--- config.mk ---
export PLATFORM = sky130hd
export DESIGN_NAME = angle_sweep_src_flat
export DESIGN_NICKNAME = d
export VERILOG_FILES = /design/src/rtl/angle_sweep_src_if.sv /design/src/rtl/angle_sweep_src.sv /design/src/flat_wrapper.sv
export SDC_FILE = /design/constraint.sdc
export NUM_CORES = 1
export LEC_CHECK = 0
export CAP_MARGIN = 30
export CORE_MARGIN = 10
export CORE_UTILIZATION = 40
export DETAILED_ROUTE_END_ITERATION = 12
export PLACE_DENSITY = 0.65
export SYNTH_ARGS = -nofsm -noshare
export SYNTH_HDL_FRONTEND = slang
export SYNTH_SLANG_ARGS = --single-unit
--- constraint.sdc ---
create_clock -name clk -period 3.1 [get_ports clk]
set_input_delay 0.775 -clock clk [delete_from_list [all_inputs] [get_ports clk]]
set_output_delay 0.775 -clock clk [all_outputs]
set_load 0.1 [all_outputs]
--- src/rtl/angle_sweep_src_if.sv ---
// Angle-word stream link: avail/get/data handshake between a source and a consumer.
interface angle_sweep_src_if #(
    parameter int unsigned FXD_N = 32
);
    logic             post_avail;
    logic             post_get;
    logic [FXD_N-1:0] post_data;

    // Source side drives the word and its valid flag; consumer drives ready.
    modport master (
        output post_avail,
        output post_data,
        input  post_get
    );

    modport slave (
        input  post_avail,
        input  post_data,
        output post_get
    );
endinterface

--- src/rtl/angle_sweep_src.sv ---
// Programmable arithmetic sweep source of fixed-point angle words.
// Emits count words start_val, start_val+step, ... honouring back-pressure,
// then pulses done for one cycle (also after an abort or a zero-count start).
module angle_sweep_src #(
    parameter int unsigned FXD_N = 32,
    parameter int unsigned CNT_N = 16
) (
    input  logic                      clk,
    input  logic                      rst_n,
    input  logic                      start,
    input  logic                      abort,
    input  logic [FXD_N-1:0]          start_val,
    input  logic [FXD_N-1:0]          step_val,
    input  logic [CNT_N-1:0]          count,
    output logic                      busy,
    output logic                      done,
    output logic [CNT_N-1:0]          sent_cnt,
    angle_sweep_src_if.master         post
);

    typedef enum logic [1:0] {
        IDLE_ST = 2'd0,
        RUN_ST  = 2'd1,
        DONE_ST = 2'd2
    } state_t;

    state_t           state;
    logic [FXD_N-1:0] step_q;
    logic [CNT_N-1:0] remaining_q;
    logic [FXD_N-1:0] data_q;
    logic             avail_q;

    // A word moves only when it is actually offered and the consumer takes it.
    logic xfer_c;
    assign xfer_c = avail_q && post.post_get;

    assign post.post_avail = avail_q;
    assign post.post_data  = data_q;

    // Sweep FSM with registered outputs; done/busy are set on the edge entering each state.
    always_ff @(posedge clk or negedge rst_n) begin
        if (!rst_n) begin
            state       <= IDLE_ST;
            step_q      <= '0;
            remaining_q <= '0;
            data_q      <= '0;
            avail_q     <= 1'b0;
            busy        <= 1'b0;
            done        <= 1'b0;
            sent_cnt    <= '0;
        end else begin
            done <= 1'b0;
            case (state)
                IDLE_ST: begin
                    busy <= 1'b0;
                    if (start) begin
                        sent_cnt <= '0;
                        busy     <= 1'b1;
                        if (count != '0) begin
                            step_q      <= step_val;
                            remaining_q <= count;
                            data_q      <= start_val;
                            avail_q     <= 1'b1;
                            state       <= RUN_ST;
                        end else begin
                            done  <= 1'b1;
                            state <= DONE_ST;
                        end
                    end
                end

                RUN_ST: begin
                    if (xfer_c) begin
                        sent_cnt    <= sent_cnt + CNT_N'(1);
                        remaining_q <= remaining_q - CNT_N'(1);
                        data_q      <= FXD_N'(data_q + step_q);
                    end
                    // Last word taken or abort: drop valid and report completion.
                    if ((xfer_c && (remaining_q == CNT_N'(1))) || abort) begin
                        avail_q <= 1'b0;
                        done    <= 1'b1;
                        state   <= DONE_ST;
                    end
                end

                DONE_ST: begin
                    busy  <= 1'b0;
                    state <= IDLE_ST;
                end

                default: begin
                    avail_q <= 1'b0;
                    busy    <= 1'b0;
                    state   <= IDLE_ST;
                end
            endcase
        end
    end

endmodule

--- src/flat_wrapper.sv ---
// flat-port wrapper written by rule: the top's interface ports become plain ports
module angle_sweep_src_flat 
#(
    parameter int unsigned FXD_N = 32,
    parameter int unsigned CNT_N = 16
)
  (clk, rst_n, start, abort, start_val, step_val, count, busy, done, sent_cnt, post_post_avail, post_post_data, post_post_get);
  angle_sweep_src_if #(.FXD_N(FXD_N)) post_i ();
  input  logic clk;
  input  logic rst_n;
  input  logic start;
  input  logic abort;
  input  logic [FXD_N-1:0] start_val;
  input  logic [FXD_N-1:0] step_val;
  input  logic [CNT_N-1:0] count;
  output logic busy;
  output logic done;
  output logic [CNT_N-1:0] sent_cnt;
  output wire logic [$bits(post_i.post_avail)-1:0] post_post_avail;
  output wire logic [$bits(post_i.post_data)-1:0] post_post_data;
  input wire logic [$bits(post_i.post_get)-1:0] post_post_get;
  assign post_post_avail = post_i.post_avail;
  assign post_post_data = post_i.post_data;
  assign post_i.post_get = post_post_get;
  angle_sweep_src #(.FXD_N(FXD_N), .CNT_N(CNT_N)) u_core (.clk(clk), .rst_n(rst_n), .start(start), .abort(abort), .start_val(start_val), .step_val(step_val), .count(count), .busy(busy), .done(done), .sent_cnt(sent_cnt), .post(post_i));
endmodule
# ---- After elaboration in Yosys (flattened, before gate mapping)
# Cells that the tools add are included.
dict set report op_classes {
  n_mux 25
  eq_ne 7
  n_bitwise 1
  n_reduce_logical 11
  add_sub_neg 3
}
# cell count
set op_table {}
lappend op_table {{$mux W32} 3}
lappend op_table {{$mux W16} 5}
lappend op_table {{$pmux W16 S2} 2}
lappend op_table {{$pmux W32 S2} 1}
lappend op_table {{$add A32 B32 Y32} 1}
lappend op_table {{$add A16 B1 Y16 const B} 1}
lappend op_table {{$eq A16 B1 Y1 const B} 1}
lappend op_table {{$reduce_bool A16 Y1} 1}
lappend op_table {{$sub A16 B1 Y16 const B} 1}
lappend op_table {{$reduce_and A4 Y1} 2}
lappend op_table {{$mux W1} 7}
lappend op_table {{$mux W2} 3}
lappend op_table {{$ne A2 B1 Y1 const B} 3}
lappend op_table {{$reduce_and A3 Y1} 2}
lappend op_table {{$pmux W1 S2} 2}
lappend op_table {{$pmux W2 S2} 1}
lappend op_table {{$pmux W1 S3} 1}
lappend op_table {{$eq A2 B1 Y1 const B} 1}
lappend op_table {{$eq A2 B2 Y1 const B} 1}
lappend op_table {{$logic_and A1 B1 Y1} 2}
lappend op_table {{$logic_not A2 Y1} 1}
lappend op_table {{$ne A2 B2 Y1 const B} 1}
lappend op_table {{$reduce_and A2 Y1} 1}
lappend op_table {{$reduce_bool A2 Y1} 1}
lappend op_table {{2 further kinds} 2}
dict set report word_totals {
  wordCells 55
  regBits 101
  out_inout_bits 51
  inputBits 85
}

# ---- Logic depth before layout (Yosys ltp)
dict set report depth {
  ltp_word 5
  depth_mapped 10
  mapped_depth_nobuf 10
}

# ---- Worst setup path before layout
# OpenSTA, ideal clock, no wires.
dict set report synth_path {
  path_kind {register to register}
  from {register u_core.data_q[0], in the netlist u_core.post.post_data[0]}
  to {register u_core.data_q[30], in the netlist u_core.post.post_data[30]}
  path_stages_with_launch 10
  synth_period_minus_slack_ns 3.164
  arrival_ns 3.040
  slack_ns -0.064
  path_cell_list {dfrtp_1 -> ha_1 -> fa_1 -> a21o_1 -> a221o_1 -> a221oi_2 -> nor3b_2 -> a21oi_4 -> o21ai_2 -> a211o_1}
}
dict set report synth_via {
  elab_chain_len 3
}
# element line
set synth_lines {}
lappend synth_lines {{from (decl)} angle_sweep_src.sv:30} ;# logic [FXD_N-1:0] data_q;
lappend synth_lines {{from (signal assigned)} angle_sweep_src.sv:62} ;# data_q <= start_val;
lappend synth_lines {{from (signal assigned)} angle_sweep_src.sv:76} ;# data_q <= FXD_N'(data_q + step_q);
lappend synth_lines {{$add A32 B32 Y32} angle_sweep_src.sv:76}
lappend synth_lines {{$mux W32} angle_sweep_src.sv:73} ;# if (xfer_c) begin
lappend synth_lines {{$pmux W32 S2} angle_sweep_src.sv:53} ;# case (state)
# No other way between the ends. The select of a mux whose other input is x is not followed.
# A chain may end at the register's enable or synchronous reset.

# ---- Worst setup path after layout
# Ends and elaborated chain as after synthesis.

==> results.cfg <==
[timing]
period_share_pct = 93.2
hold_viol_final = 0
skew_ps = 9.80
rsz0062_at_grt = no
max-slew-margin-rel_pct = 55.4
finalSetupViolations = 0
max_freq_mhz = 346
fin_tns_setup_ps = 0
tightest_slew_ps = 669
report.final.slew_viol_count = 0
worst_slack_ps = 209
min_period_ps = 2890

[synth]
synth_cells = 685
synth_fp_nets = 805
ys_ff_latch = 101
synthMuxAreaShare_pct = 5.92
ys.flop_type = dfrtp_1
synth_top_family_by_area = compound AO/OA/AOI/OAI gates
synth_xor_area_share_pct = 5.18
synth.distinct_cells = 70
synthSimpleGateAreaFrac_pct = 16.7
ys_seq_area_share_pct = 40.4
synthAdderAreaFrac_pct = 7.12
synthArstFlopShare_pct = 100
yosysWarnings = 0
synth_compound_area_share_pct = 21.4
syn_avg_cell_area_um2 = 9.13
synth-edff-count = 0
synth.cell_area_um2 = 6250

[clock_network]
h-tree-depth = 3
cts_buffer_depth = 2
postCtsSetupBuffers = 0
ctsHoldBuffers = 0
cts_made_buffers = 9
clk_latency_ps = 350
numClockSinks = 101
path_clk_slew_ps = 70
cts_tree = done
post_cts_resized = 0
root_buffer = clkbuf_16

[final_layout]
drive_gt1_share_pct = 16.0
final_core_util_pct = 52.8
num-fill-cells = 1412
register_area_um2 = 2530
multiInputGateArea_um2 = 3540
final_area_um2 = 8050
area_delta_synth_final_pct = 28.8
nets = 936

[critical_path]
cp_cell_sequence = ha_1 -> fa_1 -> a21o_1 -> a221o_1 -> a221oi_2 -> nor3b_2 -> a21oi_4 -> o21ai_2 -> a211o_1
start_kind = flip-flop
r2r-start = u_core.post.post_data[0]
cpLargestDelayFamily = compound AO/OA/AOI/OAI gates
critPathCaptureType = flip-flop
crit_required_ps = 3340
worstPathArrival_ps = 3130
critical_path_class = flip-flop to flip-flop
worst-path-buf-inv = 0
crit_fanout = 5
cpPeakStageDelay_ps = 420
cpMaxStageDelayCell = dfrtp_2
crit_start = u_core.post.post_data[0]

[global_routing]
grt_use_total_pct = 17.5
first_global_vias = 5875
grt_pass1_wl_um = 30800
antenna_found_initial = 1
grt_max_degree = 49
grt.overflow.total = 0

[placed_design]
place.port_buffers = 135
preCtsSetupSlack_ps = 177
hpwlAfterDp_um = 14600
placed_area_um2 = 7770
place.gp.congestion = 0.931

[detailed_routing]
top_layer_used = met4
route.met3.wl_um = 858
routed_wl_um = 18800
first_pass_iters = 5
final_antenna_net_count = 0
dr_total_vias = 5649
post_drt_wl_per_cell_um = 18.2
drc = 0
vias_per_cell = 5.47
wl_met1_um = 8720
drt_iter0_drc = 435
wl_met2_um = 8930

[worst_hold_path]
hold_class = primary input to asynchronous set/reset pin

[pwr]
p_int_mw = 4.74
power_mw = 10.2
p_sw_mw = 5.42
vdd_drop_max_v = 0.000664
seq_power_share_pct = 22.8
power_leakage_nw = 3.48
p_per_area_nw_per_um2 = 1260
p_comb_share_pct = 66.2
clkPwrFrac_pct = 11.0
swShare_pct = 53.4

[run_status]
status = complete, no violations

[die]
rows = 45
die_h_um = 145
die_w_um = 145
initial_core_util_pct = 41.0
die_area_um2 = 21000
core_area_um2 = 15300
io_pins = 136

[run]
maxCapViolCount = 0
[state kept, by name, indices dropped and copies added, names as in the netlist]
register,flops
u_core.sent_cnt,16
u_core.post.post_avail,1
u_core.state,2
u_core.busy,1
u_core.step_q,32
u_core.done,1
u_core.remaining_q,16
u_core.post.post_data,32
[cells in the mapped netlist, drive strengths merged, types with 8 or more instances]
library cell,count,share of area [%]
o22ai,8,0.80
ha,34,6.8
mux2,32,5.8
dfrtp,101,40
nor3,9,0.72
a21o,11,1.3
buf,11,0.86
a31oi,9,1.0
a21oi,75,6.2
o21ai,61,5.0
a22oi,8,1.0
nand3,18,1.4
xnor2,18,2.5
nand4,8,0.80
nand2,62,3.7
xor2,19,2.7
clkbuf,22,1.3
inv,17,1.0
and3,18,1.8
nor2,59,3.5
nor4,8,1.1
[cell usage in the layout, fill, tap and decap left out, drive strengths merged, types with 4 or more instances in the layout]
master and count:
xor2 19, buf 70, nand2 62, nor2b 4, a21oi 75, o22ai 8, nand4 8, o211ai 4
clkbuf 11, nand2b 6, a31oi 9, a22oi 8, dfrtp 101, nor3 9, xnor2 18, o21ai 61
and3 18, a21o 11, nor2 59, a211oi 6, nand3 18, ha 34, nor4 8, inv 17
or3 6, clkdlybuf4s50 83, mux2 32, o21bai 6
[power by group through the flow]
stage               registers, mW  clock network, mW  logic [mW]
CTS                          2.32               1.15        6.73
global route                 2.40               1.19        7.33
detailed placement           2.34                  0        6.68
floorplan                    3.84                  0        3.55
global placement             2.32                  0        6.64
finish                       2.32               1.11        6.73
[per-stage QoR]
stage	hold slack, ps	cells
after detailed placement	469	1016
after global routing	518	1032
after CTS	481	1031
after global placement	465	1016
after floorplan	442	685
final	459	1032
[worst paths after layout]
path	to	slack [ps]	cells after the start
worst max register to register	u_core.post.post_data[30]	210	9
max in group asynchronous	u_core.post.post_data[23]	1970	2
min in group clk	u_core.remaining_q[10]	470	2
worst min-delay path	u_core.sent_cnt[9]	460	1
worst max-delay path	u_core.post.post_data[30]	210	9
worst min register to register	u_core.remaining_q[10]	470	2
[metal layers]
| metal | up-vias | track usage [%] |
|---|---|---|
| met1 | 2723 | 23.0 |
| met5 | - | 0 |
| li1 | 2765 | - |
| met3 | 17 | 3.32 |
| met4 | 0 | 5.77 |
| met2 | 144 | 28.1 |
[cell type report]
type	instances	share of cell area (%)
inverters	17	0.793
diodes	1	0.0311
repair buffers	153	17.0
clock buffers	11	2.89
flip-flops and latches	101	31.4
well taps	211	3.28
clock inverters	4	0.622
multi-input cells	534	44.0
[cell families after synthesis]
family | count (synthesis)
adders and majority gates | 35
AOI/OAI and AO/OA | 216
xor gates and xnor gates | 37
DFF | 101
buffers and inverters | 50
and+or+nand+nor | 213
muxes | 33
(Power assumes the default switching activity.)
